File: config.mk
export PLATFORM = sky130hd
export DESIGN_NAME = pixel_mac
export DESIGN_NICKNAME = d
export VERILOG_FILES = /design/src/rtl/npu_pkg.sv /design/src/rtl/mac_unit.sv /design/src/rtl/pixel_mac.sv
export SDC_FILE = /design/constraint.sdc
export NUM_CORES = 1
export LEC_CHECK = 0
export ABC_CLOCK_PERIOD_IN_PS = 5500
export CAP_MARGIN = 20
export CORE_ASPECT_RATIO = 1.75
export CORE_UTILIZATION = 60
export CTS_BUF_LIST = sky130_fd_sc_hd__clkbuf_8
export CTS_CLUSTER_SIZE = 10
export DETAILED_ROUTE_END_ITERATION = 7
export PLACE_DENSITY = 0.94
export REMOVE_ABC_BUFFERS = 1
export SLEW_MARGIN = 15
export SYNTH_ARGS = -nofsm -noshare
export SYNTH_HDL_FRONTEND = slang
export SYNTH_HIERARCHICAL = 1
export SYNTH_SLANG_ARGS = --single-unit
File: constraint.sdc
create_clock -name CLKEXT -period 5.5 [get_ports CLKEXT]
set_input_delay 0.825 -clock CLKEXT [delete_from_list [all_inputs] [get_ports CLKEXT]]
set_output_delay 0.825 -clock CLKEXT [all_outputs]
set_load 0.01 [all_outputs]
File: src/rtl/npu_pkg.sv
// Shared NPU definitions: MAC FSM state encoding, default widths, clog2 helper.
// Latency: n/a (declarations only).
// Backpressure: n/a.
package npu_pkg;

  typedef enum logic [1:0] {
    S_IDLE  = 2'd0,
    S_FETCH = 2'd1,
    S_DRAIN = 2'd2,
    S_DONE  = 2'd3
  } state_t;

  localparam int DATA_WIDTH_DEF = 8;
  localparam int W_WIDTH_DEF    = 8;
  localparam int ACC_WIDTH_DEF  = 32;

  // Bits needed to index 0..n-1; never less than 1 so a 1-entry port stays legal.
  function automatic int clog2(input int n);
    int r;
    int v;
    r = 0;
    v = n - 1;
    while (v > 0) begin
      r = r + 1;
      v = v >> 1;
    end
    return (r < 1) ? 1 : r;
  endfunction

endpackage

File: src/rtl/mac_unit.sv
// Registered multiply-accumulate: acc <= acc + sext(zext(pixel) * weight), or acc <= load value.
// Latency: 1 cycle from en/clr to acc update; single-cycle multiplier.
// Backpressure: none; caller strobes en only when pixel/weight are valid.
module mac_unit
  import npu_pkg::*;
#(
  parameter int DATA_WIDTH = DATA_WIDTH_DEF,
  parameter int W_WIDTH    = W_WIDTH_DEF,
  parameter int ACC_WIDTH  = ACC_WIDTH_DEF
) (
  input  logic                  i_clk,
  input  logic                  i_rst_n,
  input  logic                  i_en,
  input  logic                  i_clr,
  input  logic [ACC_WIDTH-1:0]  i_load_val,
  input  logic [DATA_WIDTH-1:0] i_pixel,
  input  logic [W_WIDTH-1:0]    i_weight,
  output logic [ACC_WIDTH-1:0]  o_acc
);

  // One spare bit so the unsigned pixel stays non-negative as a signed operand.
  localparam int PW = DATA_WIDTH + W_WIDTH + 1;

  logic signed [PW-1:0] w_px;
  logic signed [PW-1:0] w_wt;
  logic signed [PW-1:0] w_prod;
  logic [ACC_WIDTH-1:0] r_acc;

  assign w_px   = PW'($signed({1'b0, i_pixel}));
  assign w_wt   = PW'($signed(i_weight));
  assign w_prod = w_px * w_wt;

  // Accumulator: load wins over accumulate; the sum wraps on overflow.
  always_ff @(posedge i_clk or negedge i_rst_n) begin
    if (!i_rst_n) begin
      r_acc <= '0;
    end else if (i_clr) begin
      r_acc <= i_load_val;
    end else if (i_en) begin
      r_acc <= r_acc + ACC_WIDTH'(w_prod);
    end
  end

  assign o_acc = r_acc;

endmodule

File: src/rtl/pixel_mac.sv
// Dot product of N_INPUTS fifo pixels with ROM weights plus bias, optional ReLU.
// Latency: N_INPUTS+2 cycles from START to RES_VALID when the fifo never runs empty.
// Backpressure: empty fifo stalls the fetch; result held in DONE until RES_READY.
module pixel_mac
  import npu_pkg::*;
#(
  parameter int DATA_WIDTH = DATA_WIDTH_DEF,
  parameter int W_WIDTH    = W_WIDTH_DEF,
  parameter int N_INPUTS   = 784,
  parameter int ACC_WIDTH  = ACC_WIDTH_DEF,
  parameter int RELU       = 1
) (
  input  logic                        CLKEXT,
  input  logic                        RST,
  input  logic                        START,
  input  logic [ACC_WIDTH-1:0]        BIAS,
  output logic                        FIFO_RD_EN,
  input  logic [DATA_WIDTH-1:0]       FIFO_DATA,
  input  logic                        FIFO_EMPTY,
  output logic [clog2(N_INPUTS)-1:0]  W_ADDR,
  input  logic [W_WIDTH-1:0]          W_DATA,
  output logic [ACC_WIDTH-1:0]        RES_DATA,
  output logic                        RES_VALID,
  input  logic                        RES_READY,
  output logic                        BUSY
);

  localparam int IW = clog2(N_INPUTS);
  localparam logic [IW-1:0] LAST_IDX = IW'(N_INPUTS - 1);

  state_t               r_state;
  state_t               w_next;
  logic [IW-1:0]        r_idx;
  logic                 r_pend;
  logic                 w_rd_en;
  logic                 w_load;
  logic [ACC_WIDTH-1:0] w_acc;

  // State register.
  always_ff @(posedge CLKEXT or negedge RST) begin
    if (!RST) begin
      r_state <= S_IDLE;
    end else begin
      r_state <= w_next;
    end
  end

  // Next state, fifo strobe and accumulator load.
  always_comb begin
    w_next  = r_state;
    w_rd_en = 1'b0;
    w_load  = 1'b0;
    case (r_state)
      S_IDLE: begin
        if (START) begin
          w_load = 1'b1;
          w_next = S_FETCH;
        end
      end
      S_FETCH: begin
        if (!FIFO_EMPTY) begin
          w_rd_en = 1'b1;
          if (r_idx == LAST_IDX) begin
            w_next = S_DRAIN;
          end
        end
      end
      S_DRAIN: begin
        w_next = S_DONE;
      end
      S_DONE: begin
        if (RES_READY) begin
          w_next = S_IDLE;
        end
      end
      default: begin
        w_next = S_IDLE;
      end
    endcase
  end

  // Pixel index advances only on an issued strobe, so an empty fifo holds it.
  always_ff @(posedge CLKEXT or negedge RST) begin
    if (!RST) begin
      r_idx <= '0;
    end else if (w_load) begin
      r_idx <= '0;
    end else if (w_rd_en) begin
      r_idx <= r_idx + 1'b1;
    end
  end

  // Pending flag: pixel and weight for a strobe arrive one cycle later.
  always_ff @(posedge CLKEXT or negedge RST) begin
    if (!RST) begin
      r_pend <= 1'b0;
    end else begin
      r_pend <= w_rd_en;
    end
  end

  mac_unit #(
    .DATA_WIDTH (DATA_WIDTH),
    .W_WIDTH    (W_WIDTH),
    .ACC_WIDTH  (ACC_WIDTH)
  ) u_mac (
    .i_clk      (CLKEXT),
    .i_rst_n    (RST),
    .i_en       (r_pend),
    .i_clr      (w_load),
    .i_load_val (BIAS),
    .i_pixel    (FIFO_DATA),
    .i_weight   (W_DATA),
    .o_acc      (w_acc)
  );

  assign FIFO_RD_EN = w_rd_en;
  assign W_ADDR     = r_idx;
  assign BUSY       = (r_state != S_IDLE);
  assign RES_VALID  = (r_state == S_DONE);
  assign RES_DATA   = (r_state != S_DONE)                   ? '0 :
                      ((RELU != 0) && w_acc[ACC_WIDTH-1])   ? '0 : w_acc;

endmodule

==> results of run 1 <==
==> synth_stat cells, types with 6 or more instances <==
cell	n
ha_1	82
inv_1	76
and2_1	74
nand2_1	54
dfrtp_1	45
nor2_1	40
fa_1	38
o21ai_0	37
a21oi_1	31
xnor2_1	26
mux2i_1	19
xor2_1	18
clkbuf_1	16
nand3_1	15
a21o_1	12
nand4_1	11
a22oi_1	10
nor2b_1	10
nor3_1	9
o21bai_1	9
a211oi_1	7
a31oi_1	6
nand2b_1	6
o21a_1	6
==> per-layer routing <==
layer  global-route usage [%]  GRT overflow
met4                     87.9            45
met5                    0.500             0
met2                     98.9           118
met3                     42.8             0
met1                     68.3             1
==> cells by family after synthesis <==
logic type,count (synthesis)
simple gates,234
xor+xnor,45
compound gates,149
buf+inv,100
other cells,1
flops,45
mux,20
fa+ha+maj,120
==> metrics by stage <==
step | utilization [%] | std cells | TNS, ns | cell area [sq um] | worst slack [ns]
floorplan | - | 691 | -18.94 | 6060 | -1.56
global placement | 81.6 | 1034 | -32.96 | 8090 | -1.88
detailed placement | 81.6 | 1034 | -38.26 | 8090 | -2.15
CTS | 90.2 | 1057 | -12.64 | 8940 | -0.946
==> repair_timing <==
action,4_1_cts
buffers inserted,17
cloned,0
resized for setup,235
setup endpoints to repair,24
pin swaps,97
==> impl_metrics.toml, run 1 <==
[logic_synthesis]
synth.distinct_cells = 62
synth-warning-count = 6
synth_seq_area_share_pct = 18.2
synthMuxAreaShare_pct = 3.32
yosysTopAreaCell = "dfrtp_1"
synth_edf_count = 0
yosys.area_share.simple_pct = 19.9
synth_area_leaders = "dfrtp_1 18%, ha_1 17%, fa_1 12%, and2_1 7.5%, inv_1 4.6%"
synth_cells = 714
synth_seq_cells = 45
syn-cell-area_sq_um = 6180
synth_top_family_by_area = "adder cells"
yosys_most_used_dff = "dfrtp_1"
synth_top_area_share_pct = 18.2
synth_compound_area_share_pct = 16.4
synthXorXnorAreaFrac_pct = 6.50
synth_async_sr_flop_share_pct = 100
avgSynthCellArea_sq_um = 8.66
synthAdderAreaFrac_pct = 28.9

[grt]
grt_max_degree = 46
grt.overflow.total = 164
grt_use_total_pct = 72.6

[timing]
worst_endpoint_kind = "register input"
worst_endpoint = "u_mac/o_acc[31]$_DFFE_PN0P_/D"

[die]
die_x_um = 78.7
std_cell_rows = 48
start_util_pct = 62.4
ios = 98
die_y_um = 136

[clocking]
ctsHoldBuffers = 0
numCtsBuffers = 5
clockBufferDepth = 2
clockRootBuffer = "clkbuf_8"
cts_sinks = 45
cts.htree.levels = 2

[run_status]
tool.error = "[ERROR GRT-0232] Routing congestion too high. Check the congestion heatmap in the GUI."
outcome = "aborted with a tool error"
haltStage = "5_1_grt"

[place]
gp_congestion = 1.04
dpl.hpwl_mm = 14.7
io_buffers = 96
==> inputs of run 2 (changes only) <==
--- a/config.mk
+++ b/config.mk
@@ -7,12 +7,9 @@
 export LEC_CHECK = 0
 export ABC_CLOCK_PERIOD_IN_PS = 5500
 export CAP_MARGIN = 20
-export CORE_ASPECT_RATIO = 1.75
-export CORE_UTILIZATION = 60
-export CTS_BUF_LIST = sky130_fd_sc_hd__clkbuf_8
-export CTS_CLUSTER_SIZE = 10
+export CORE_UTILIZATION = 40
 export DETAILED_ROUTE_END_ITERATION = 7
-export PLACE_DENSITY = 0.94
+export PLACE_DENSITY_LB_ADDON = 0.15
 export REMOVE_ABC_BUFFERS = 1
 export SLEW_MARGIN = 15
 export SYNTH_ARGS = -nofsm -noshare
==> run 2 against run 1 <==
- the flow now finishes, with violations (setup timing)
- synthesized area unchanged
- synthesized cell count stayed put
==> impl_metrics.toml, run 2 <==
[clocking]
clockRootBuffer = "clkbuf_16"
cts_tree = "yes"
numCtsBuffers = 5
clk_pin_slew_worst_paths_ns = 0.07
clockBufferDepth = 2
clkLatencyLatePin_ns = 0.30
cts.htree.levels = 2
cts_sinks = 45

[timing]
hold_violations = 0
drv_slew = 0
fin_tns_setup_ns = -13.27
finalHoldWorstSlack_ns = 0.534
worst_pin_slew_ns = 0.869
clock_skew_ns = 0.00637
min_period_over_period_pct = 118
max_slew_margin_pct = 41.9
setup_viol = 20
timing.fmax_mhz = 154
rsz0062_at_grt = "yes"
min_period_ns = 6.48
setup_slack_ns = -0.982

[logic_synthesis]
avgSynthCellArea_sq_um = 8.66
synth_async_sr_flop_share_pct = 100
synth_edf_count = 0
synth-warning-count = 6
yosysMostFrequentCell = "ha_1"
synth_area_leaders = "dfrtp_1 18%, ha_1 17%, fa_1 12%, and2_1 7.5%, inv_1 4.6%"
synth_top_area_share_pct = 18.2
synth_seq_cells = 45
synth_seq_area_share_pct = 18.2
synth_cells = 714
syn-cell-area_sq_um = 6180
synth.distinct_cells = 62
yosys_most_used_dff = "dfrtp_1"
yosysTopAreaCell = "dfrtp_1"
yosys-top-cells-count = "82 x ha_1, 76 x inv_1, 74 x and2_1"

[critical_path]
crit_required_ns = 5.66
crit_family = "adder cells"
arrival_ns = 6.64
cp_num_cells = 31
critPathLaunchType = "primary input"
cp-end-kind = "flop"
r2r-start = "u_mac/o_acc[0]"
reg2regPathDepth = 11
critPathKind = "in2reg"
slowest_stage = "fa_1"
slowest_delay_ns = 0.54
critical_path_buf_inv_count = 8
r2r_slack_ns = 2.68
r2r-end = "u_mac/o_acc[30]"
crit_fanout = 6

[final_layout]
drive_gt1_share_pct = 33.5
syn2layout_area_growth_pct = 51.2
postLayoutCoreUtil_pct = 61.7
instances_no_fill = 1144
diodes = 0
nets = 1128
largest_reg_flops = 32
final_common_cell = "buf_4"
mostFrequentLayoutCells = "151 x buf_4, 79 x clkdlybuf4s50_1, 65 x ha_1"

[pwr]
irDropWorstVdd_mv = 0.319
p_per_area_nw_per_um2 = 615
total_power_mw = 5.75
leakagePower_nw = 4.40

[die]
die-area_sq_um = 16000
ios = 98
std_cell_rows = 45
die_y_um = 126
coreArea_sq_um = 15100
start_util_pct = 40.8
die_x_um = 126

[hold_path]
hold_path.class = "in2async"

[place]
io_buffers = 96
dpl.hpwl_mm = 13.4
place_inst = 1109
gp_congestion = 0.868

[grt]
grt_use_total_pct = 22.3
grt_pass1_vias = 6148
grt_max_degree = 68
antenna_found_initial = 0
grt_pass1_wl_mm = 29.0
grt.overflow.total = 0

[detailed_routing]
wl_per_cell_um = 15.7
totalWireLength_mm = 17.9
routed_via_density = 5.21
drt_iter0_drc = 224
antenna_left = 0
drc = 0
dr.pass1.iters = 4
vias = 5956

[run_status]
outcome = "finished with violations"
violations = "setup timing"

[run]
maxCapViolations = 0
## run 2: cell counts after synthesis
No cell type changed its count.
## run 2: through the flow
| step | instance area [sq um] | setup slack (ns) |
|---|---|---|
| after floorplan | 6060 | -1.56 |
| after global placement | 8250 | -1.97 |
| after detailed placement | 8270 | -2.12 |
| after CTS | 8900 | -1.02 |
| after global routing | 9340 | -1.20 |
| final | 9340 | -0.982 |
## run 2: per-layer routing
layer,GRT usage [%],share of wire (%),vias to the layer above
met5,0,0,-
met4,3.90,0.93,0
met3,3.12,3.6,14
met2,39.0,50,128
met1,29.6,45,2898
li1,-,-,2916
## run 2: kinds of logic (layout without fill, tap and decap cells)
family	Yosys count	after routing	share of synthesized area, %
other	1	1	0.0607
XOR/XNOR	45	45	6.50
flip-flops	45	45	18.2
adder cells (fa/ha/maj)	120	120	28.9
buffers and inverters	100	342	6.62
AO/OA/AOI/OAI	149	149	16.4
AND/OR/NAND/NOR	234	234	19.9
multiplexers	20	20	3.32
## run 2: layout make-up
cell class,count,area (sq um)
Clock buffer,6,139
Clock inverter,2,13.8
Fill cell,1276,5800
Inverter,77,294
Multi-Input combinational cell,569,5310
Sequential cell,45,1130
Tap cell,188,235
Timing Repair Buffer,257,2230
## run 2: repair_timing
item | CTS | global route
resized for setup | 171 | 84
hold buffers | 0 | 0
setup endpoints to repair | 24 | 21
pin swaps | 71 | 53
buffers inserted | 18 | 10
cloned | 0 | 0
## run 2: worst register-to-register path: cells and delay by family (launching register included)
kind                     cells  cell delay, ns
AO/OA/AOI/OAI                7            1.38
XOR/XNOR                     1            0.18
adder cells (fa/ha/maj)      2            0.47
flip-flops                   1            0.38
AND/OR/NAND/NOR              1            0.28
## run 2: worst max path at each step
stage,startpoint,to,slack (ns)
after detailed placement,FIFO_DATA[3],u_mac/o_acc[31],-2.12
after global placement,FIFO_DATA[3],u_mac/o_acc[31],-1.97
final,FIFO_DATA[1],u_mac/o_acc[29],-0.98
after global routing,FIFO_DATA[1],u_mac/o_acc[29],-1.20
after CTS,FIFO_DATA[4],u_mac/o_acc[29],-1.02
after floorplan,FIFO_DATA[0],u_mac/o_acc[29],-1.56
## run 2: report_power, final
group | internal (mW) | switching (mW)
sequential | 0.494 | 0.176
combinational | 2.50 | 2.26
clock | 0.181 | 0.139
total | 3.17 | 2.58
Power figures use the tool's default switching activity.
==> inputs of run 3 (changes only) <==
--- a/config.mk
+++ b/config.mk
@@ -9,9 +9,10 @@
 export CAP_MARGIN = 20
 export CORE_UTILIZATION = 40
 export DETAILED_ROUTE_END_ITERATION = 7
+export HOLD_SLACK_MARGIN = 0.08
 export PLACE_DENSITY_LB_ADDON = 0.15
 export REMOVE_ABC_BUFFERS = 1
-export SLEW_MARGIN = 15
+export SLEW_MARGIN = 20
 export SYNTH_ARGS = -nofsm -noshare
 export SYNTH_HDL_FRONTEND = slang
 export SYNTH_HIERARCHICAL = 1
==> run 3 against run 2 <==
- non-clock buffer count grew 4
- flip-flop and latch count is the same
- the flow still finishes with violations (setup timing)
- highest routed layer unchanged
- clock power is essentially flat
- largest power group unchanged
- combinational power grew 4.4%
- sequential share of layout area shrank 0.19 points
- sequential power is essentially flat
- fmax grew 1.4%
==> impl_metrics.toml, run 3 (synthesis gave the netlist of run 2 again) <==
[die]
die_y_um = 126
start_util_pct = 40.8
die_x_um = 126
ios = 98
die-area_sq_um = 16000
std_cell_rows = 45
coreArea_sq_um = 15100

[clocking]
clockRootBuffer = "clkbuf_16"
clkLatencyLatePin_ns = 0.29
numCtsBuffers = 5
cts.htree.levels = 2
cts_sinks = 45
clk_pin_slew_worst_paths_ns = 0.07
clockBufferDepth = 2
cts_tree = "yes"

[timing]
worst_pin_slew_ns = 0.866
fin_tns_setup_ns = -12.33
finalHoldWorstSlack_ns = 0.537
clock_skew_ns = 0.00542
setup_viol = 21
min_period_ns = 6.39
drv_slew = 0
min_period_over_period_pct = 116
hold_violations = 0
setup_slack_ns = -0.893
max_slew_margin_pct = 42.0
timing.fmax_mhz = 156
rsz0062_at_grt = "yes"

[detailed_routing]
routed_via_density = 5.16
totalWireLength_mm = 18.0
drt_iter0_drc = 244
wl_per_cell_um = 15.7
dr.pass1.iters = 4
vias = 5925
antenna_left = 0
drc = 0

[grt]
antenna_found_initial = 0
grt_pass1_vias = 6184
grt_max_degree = 68
grt_pass1_wl_mm = 29.4
grt_use_total_pct = 22.6
grt.overflow.total = 0

[run_status]
violations = "setup timing"
outcome = "finished with violations"

[pwr]
switching_power_mw = 2.66
p_comb_share_pct = 83.4
p_per_area_nw_per_um2 = 628
intPower_mw = 3.30
irDropWorstVdd_mv = 0.310
leakagePower_nw = 4.43
seqPwrFrac_pct = 11.3
clockPowerShare_pct = 5.4
switching_share_pct = 44.6

[run]
maxCapViolations = 0

[place]
gp_congestion = 0.868
io_buffers = 96
dpl.hpwl_mm = 13.3
dpl_cell_area_sq_um = 8260

[critical_path]
crit_fanout = 5
arrival_ns = 6.62
critPathKind = "in2reg"
crit_required_ns = 5.73
cp-end-kind = "flop"
critPathLaunchType = "primary input"

[final_layout]
syn2layout_area_growth_pct = 53.6
diodes = 0
postLayoutCoreUtil_pct = 62.7
drive_gt1_share_pct = 34.1
final_common_cell = "buf_4"
final_area_sq_um = 9500
mostFrequentLayoutCells = "148 x buf_4, 79 x clkdlybuf4s50_1, 62 x ha_1"
largest_reg_flops = 32
fill_cells = 1266
nets = 1132

[hold_path]
hold_path.class = "in2async"
[run 3: cell types whose count changed in the layout (fill, tap and decap cells not counted), sizes merged]
cell / previous run / this run
buf: 178 / 182
[run 3: final cells by class]
cell class	instances	area, sq um	area share, %
timing repair buffer	261	2300	24.2
clock inverter	2	13.8	0.145
inverter	77	297	3.12
tap	188	235	2.48
multi-input combinational	569	5390	56.7
sequential	45	1130	11.9
clock buffer	6	139	1.46
[run 3: power by group through the flow]
stage | clock network [mW] | logic, mW | registers [mW]
floorplan | 0 | 2.38 | 0.613
global placement | 0 | 3.84 | 0.656
detailed placement | 0 | 3.91 | 0.659
CTS | 0.330 | 4.45 | 0.671
global route | 0.341 | 5.46 | 0.698
finish | 0.320 | 4.97 | 0.672
[run 3: layer usage]
layer	part of all wire [%]	vias up	GRT usage [%]
met5	0	-	0
met2	49	115	38.9
li1	-	2925	-
met4	1.2	0	3.90
met1	46	2865	30.7
met3	4.0	20	2.95
[run 3: stage by stage]
step | cells | power, mW | setup slack, ns
2_1_floorplan | 691 | 2.99 | -1.56
3_3_place_gp | 1108 | 4.50 | -1.97
3_5_place_dp | 1108 | 4.57 | -2.11
4_1_cts | 1136 | 5.45 | -1.02
5_1_grt | 1148 | 6.50 | -1.16
6_report | 1148 | 5.96 | -0.893
[run 3: worst max-delay path, stage by stage]
cell,delay (ns)
buf_8,0.11
buf_6,0.11
and2_4,0.15
fa_1,0.52
ha_1,0.30
inv_1,0.04
fa_1,0.46
fa_1,0.54
inv_2,0.05
ha_4,0.23
a211oi_4,0.27
nor2_4,0.06
o41ai_4,0.27
o2111ai_2,0.18
o31a_1,0.29
xnor2_2,0.24
buf_4,0.18
ha_4,0.22
a21oi_4,0.16
nand2_1,0.07
a221o_1,0.35
a21oi_2,0.16
o21ai_2,0.09
o41ai_4,0.34
o21ai_1,0.15
o21bai_1,0.17
nand3_1,0.07
[run 3: repair_timing]
item,4_1_cts,5_1_grt
hold buffers,0,0
setup buffers,21,12
setup endpoints to repair,24,21
hold endpoints to repair,0,0
pin swaps,100,51
resized for setup,196,89
[run 3: path summary, 6_finish.rpt]
check,slack (ns),depth (start not counted),from,end
setup / recovery,-0.89,27,FIFO_DATA[4],u_mac/o_acc[31]
hold / removal,0.54,1,RST,u_mac/o_acc[5]
setup reg to reg,2.69,13,u_mac/o_acc[4],u_mac/o_acc[17]
hold reg to reg,0.54,2,u_mac/o_acc[26],u_mac/o_acc[26]
max in group asynchronous,4.53,1,RST,W_ADDR[9]
min in group CLKEXT,0.54,2,u_mac/o_acc[26],u_mac/o_acc[26]
==> patch 1: new RTL, settings of run 3 <==
Set the package constant `DATA_WIDTH_DEF` to 10 (it was 8).
--- a/src/rtl/npu_pkg.sv
+++ b/src/rtl/npu_pkg.sv
@@ -10,7 +10,7 @@
     S_DONE  = 2'd3
   } state_t;
 
-  localparam int DATA_WIDTH_DEF = 8;
+  localparam int DATA_WIDTH_DEF = 10;
   localparam int W_WIDTH_DEF    = 8;
   localparam int ACC_WIDTH_DEF  = 32;
 
Interface: changed (resized FIFO_DATA); port bits go from 98 to 100. The function was not compared with the original's and may differ.
==> patch 1 against run 3 <==
  * The run still ends with setup timing left
  * Worst setup slack gained 0.014 ns
  * Total power grew 12%
  * Synthesized area up 7.5%
  * Design area increased by 2.5%
  * Count of clock-buffer cells in the layout is the same
  * Wire length grew 0.26%
  * Sequential share of layout area fell by 0.29 points
  * Sequential cell count is the same
  * Hold slack about the same
  * Final cell count increased by 5.6%
  * Non-clock buffer count decreased by 27
  * Critical path type unchanged
  * Highest routed layer unchanged
==> patch 1: results (changes against run 3) <==
* Metal-1 WL at 8270 um (+0.63%)
* Post-synth top cells: inv_1, and2_1, ha_1
* Critical-path maximum fanout at 4 (-1)
* Reg2reg setup slack at 2.59 ns (-0.10 ns)
* DPL Wire Length at 13900 um (+4.3%)
* Met3 WL at 553 um (-23%)
* Worst path max stage delay at 0.52 ns (-0.02 ns)
* Clock skew at 0.00228 ns (-0.00314 ns)
* Met2 Use GR at 38.2% (-0.74 points)
* Critical Path AT at 6.56 ns (-0.06 ns)
* Seq/Total Area, Yosys at 16.9% (-1.3 points)
* GR Layer Usage met1 at 29.2% (-1.5 points)
* Final setup violation count at 18 (-14%)
* Global Route met3 Usage at 2.89% (-0.061 points)
* Global-route wire length before repair at 30000 um (+2.2%)
* Layout cells sized above 1 at 30.4% (-3.6 points)
* Filler cell count at 1352 (+6.8%)
* CP max stage cell: fa_2
* Vias in the first global route at 6394 (+3.4%)
* Post-synthesis mux area share at 2.79% (-0.53 points)
* Post-Synth Adder-Cell Area at 31.4% (+2.5 points)
* Outcome: finished with violations
* Vias after detailed routing at 6215 (+4.9%)
* Synth cell types at 63 (+1.6%)
* Fin Hold WS at 0.537 ns (-0.000351 ns)
* Area Overhead vs Synth at 46.4%
* Failing checks: setup timing
* DRT iter0 DRCs at 190 (-22%)
* Layout Cells excl Fill at 1212 (+5.6%)
* Total GRT Usage at 21.9% (-0.74 points)
* Setup WS post-layout at -0.878 ns (+0.0142 ns)
* Largest net degree at the start of global routing at 46 (-32%)
## patch 1: timing repair
| action | CTS | global route |
|---|---|---|
| pin swaps | 89 | 74 |
| setup buffers | 11 | 10 |
| endpoints found under the setup margin | 23 | 22 |
| gates resized for setup | 188 | 85 |
## patch 1: critical path, delay by kind of cell
family	cells	cell delay (ns)
muxes	1	0.12
buffers and inverters	8	0.89
adders and majority gates	6	2.54
and+or+nand+nor	5	0.83
AOI/OAI and AO/OA	9	1.21
xor gates and xnor gates	1	0.12
## patch 1: where the power goes
group / leakage (nW) / internal (mW) / switching (mW)
combinational: 3.98 / 2.98 / 2.71
sequential: 0.543 / 0.498 / 0.165
clock: 0.0768 / 0.181 / 0.140
total: 4.60 / 3.66 / 3.02
## patch 1: final cells by class
type | count | share of cell area, %
clock buffers | 6 | 1.43
inverters | 95 | 3.79
clock inverters | 2 | 0.141
multi-input cells | 614 | 59.0
flip-flops and latches | 45 | 11.6
well taps | 216 | 2.78
repair buffers | 234 | 21.3
==> patch 2: new RTL, settings of run 3 <==
Without the edit above. The 4 states of `state_t` get a one-hot encoding in 4 bits.
--- a/src/rtl/npu_pkg.sv
+++ b/src/rtl/npu_pkg.sv
@@ -3,11 +3,11 @@
 // Backpressure: n/a.
 package npu_pkg;
 
-  typedef enum logic [1:0] {
-    S_IDLE  = 2'd0,
-    S_FETCH = 2'd1,
-    S_DRAIN = 2'd2,
-    S_DONE  = 2'd3
+  typedef enum logic [3:0] {
+    S_IDLE  = 4'b0001,
+    S_FETCH = 4'b0010,
+    S_DRAIN = 4'b0100,
+    S_DONE  = 4'b1000
   } state_t;
 
   localparam int DATA_WIDTH_DEF = 8;
Formal check against the unedited RTL: same outputs for any inputs over 10 cycles, from zero or initial values and one cycle with RST low; not proved beyond that.
==> patch 2 against run 3 <==
  * Utilization is 2.9 points higher
  * The run still ends with setup timing left
  * Synthesized cell count is 2.8% higher
  * Wire length is 7.1% higher
  * Maximum frequency is 2.1% lower
  * Register-to-register slack worse by 0.31 ns
  * Highest routed layer unchanged
  * Sequential share of layout area is 0.091 points lower
  * First-iteration DRC count is 11% higher
  * Final cell count is 6.3% higher
  * Worst setup slack worse by 0.14 ns
  * Design area is 5.4% higher
  * Total power is 14% higher
  * Count of clock-buffer cells in the layout is 1 lower
  * Sequential cell count is 2 higher
  * Synthesized area is 1.4% higher
==> patch 2: results (changes against run 3) <==
* Post-synth top cells: ha_1, inv_1, and2_1
* DRT iter0 DRCs at 271 (+11%)
* DPL Wire Length at 13800 um (+3.9%)
* Setup TNS at -13.13 ns (-0.802 ns)
* VDD IR max at 0.000366 V (+18%)
* Cell Area, Placed at 8610 sq um (+4.2%)
* Compound-Gate Fraction of Synth Area at 18.5% (+2.1 points)
* Reg2reg setup slack at 2.38 ns (-0.31 ns)
* CP max stage cell: fa_1
* Post-Route WL at 19300 um (+7.1%)
* Largest net degree at the start of global routing at 48 (-29%)
* RR Endpoint: u_mac/o_acc[31]$_DFFE_PN0P_
* Placement Setup Slack at -2.07 ns (+0.0399 ns)
* Synth Warn # at 6 (unchanged)
* Xor-xnor portion of the synthesized cell area at 5.15% (-1.3 points)
* Reg2reg start: r_state[0]$_DFFE_PN1P_
* Outcome: finished with violations
* Largest register FFs at 32 (unchanged)
* Final setup violation count at 19 (-9.5%)
* Total GRT Usage at 23.9% (+1.3 points)
* Clock skew at 0.00696 ns (+0.00154 ns)
* WL/cell at 15.8 um (+0.78%)
* Met2 Use GR at 41.5% (+2.6 points)
* Critical-path maximum fanout at 6 (+1)
* Root Buffer: clkbuf_16
* Worst Tran Pin Value at 0.833 ns (-0.0334 ns)
* Antenna diodes at 0 (unchanged)
* Synth area leaders: dfrtp_1, ha_1, fa_1, and2_1, inv_1
* GP Congestion at 0.878 (+1.2%)
* Synth cell types at 68 (+9.7%)
* CTS clk-pin slew, worst paths at 0.07 ns (about the same)
* Setup WS post-layout at -1.03 ns (-0.139 ns)
* Port Buffers at 96 (unchanged)
* Layout cells sized above 1 at 36.3% (+2.2 points)
* R2r worst-path depth at 8 (-5)
* Clk_lat worst skew at 0.31 ns (+0.02 ns)
* Internal cell power at 3.86 mW (+17%)
* GR Layer Usage met1 at 31.9% (+1.2 points)
* Global-route wire length before repair at 31100 um (+5.9%)
* Post-Synth Adder-Cell Area at 27.5% (-1.4 points)
* Min-delay worst type: in -> async
* Worst path max stage delay at 0.50 ns (-0.04 ns)
* Via density at 5.22 (+1.1%)
* Fin Hold WS at 0.547 ns (+0.00976 ns)
* Failing checks: setup timing
* Synth top area share at 18.4% (+0.15 points)
* Post-synthesis mux area share at 3.53% (+0.21 points)
* Static Leak at 4.60 nW (+4.0%)
* Seq/Total Area, Yosys at 18.8% (+0.57 points)
* Global Route met3 Usage at 2.81% (-0.15 points)
* Placed cells at 1179 (+6.4%)
* Critical Path AT at 6.73 ns (+0.11 ns)
* Drt pass-1 iters at 5 (+1)
* Syn Inst Count at 734 (+2.8%)
==> patch 2: final cells by class <==
type | count | area [sq um]
Clock buffer | 5 | 125
Clock inverter | 3 | 71.3
Fill cell | 1264 | 5250
Inverter | 78 | 295
Multi-Input combinational cell | 590 | 5560
Sequential cell | 47 | 1180
Tap cell | 211 | 264
Timing Repair Buffer | 286 | 2510
==> patch 2: power groups by stage <==
stage	registers, mW	clock network (mW)	logic, mW
finish	0.646	0.419	5.70
CTS	0.629	0.429	4.97
floorplan	0.577	0	2.41
detailed placement	0.625	0	4.31
global placement	0.623	0	4.25
global route	0.666	0.440	6.17
==> patch 2: what timing repair did <==
action | 4_1_cts | 5_1_grt
hold endpoints to repair | 0 | 0
hold buffers | 0 | 0
setup endpoints to repair | 24 | 23
pin swaps | 92 | 51
buffers inserted | 19 | 16
cloned | 1 | 0
resized for setup | 232 | 61
==> patch 2: critical path, delay by kind of cell <==
family                     cells  cell delay (ns)
adders and majority gates      7             2.30
AOI/OAI and AO/OA              8             1.68
and+or+nand+nor                5             0.94
buffers and inverters          8             0.72
xor gates and xnor gates       1             0.17
muxes                          1             0.12
==> patch 2: worst max path at each step <==
stage	end	start	slack (ns)	cells past startpoint
6_report	u_mac/o_acc[29]$_DFFE_PN0P_	FIFO_DATA[4]	-1.03	30
5_1_grt	u_mac/o_acc[29]$_DFFE_PN0P_	FIFO_DATA[2]	-1.24	28
3_5_place_dp	u_mac/o_acc[29]$_DFFE_PN0P_	FIFO_DATA[3]	-2.07	27
4_1_cts	u_mac/o_acc[31]$_DFFE_PN0P_	W_DATA[4]	-1.03	26
3_3_place_gp	u_mac/o_acc[31]$_DFFE_PN0P_	FIFO_DATA[3]	-1.93	27
2_1_floorplan	u_mac/o_acc[29]$_DFFE_PN0P_	FIFO_DATA[0]	-1.52	25
==> patch 2: routing by layer <==
metal / up-vias / wire length, um
met2: 159 / 9480
met5: - / 0
met1: 3083 / 8750
met4: 0 / 301
li1: 3090 / -
met3: 31 / 784
==> patch 2: cell families after synthesis <==
| kind of cell | count (synthesis) |
|---|---|
| AOI/OAI and AO/OA | 168 |
| xor gates and xnor gates | 36 |
| adders and majority gates | 115 |
| buffers and inverters | 97 |
| DFF | 47 |
| muxes | 22 |
| other | 1 |
| and+or+nand+nor | 248 |
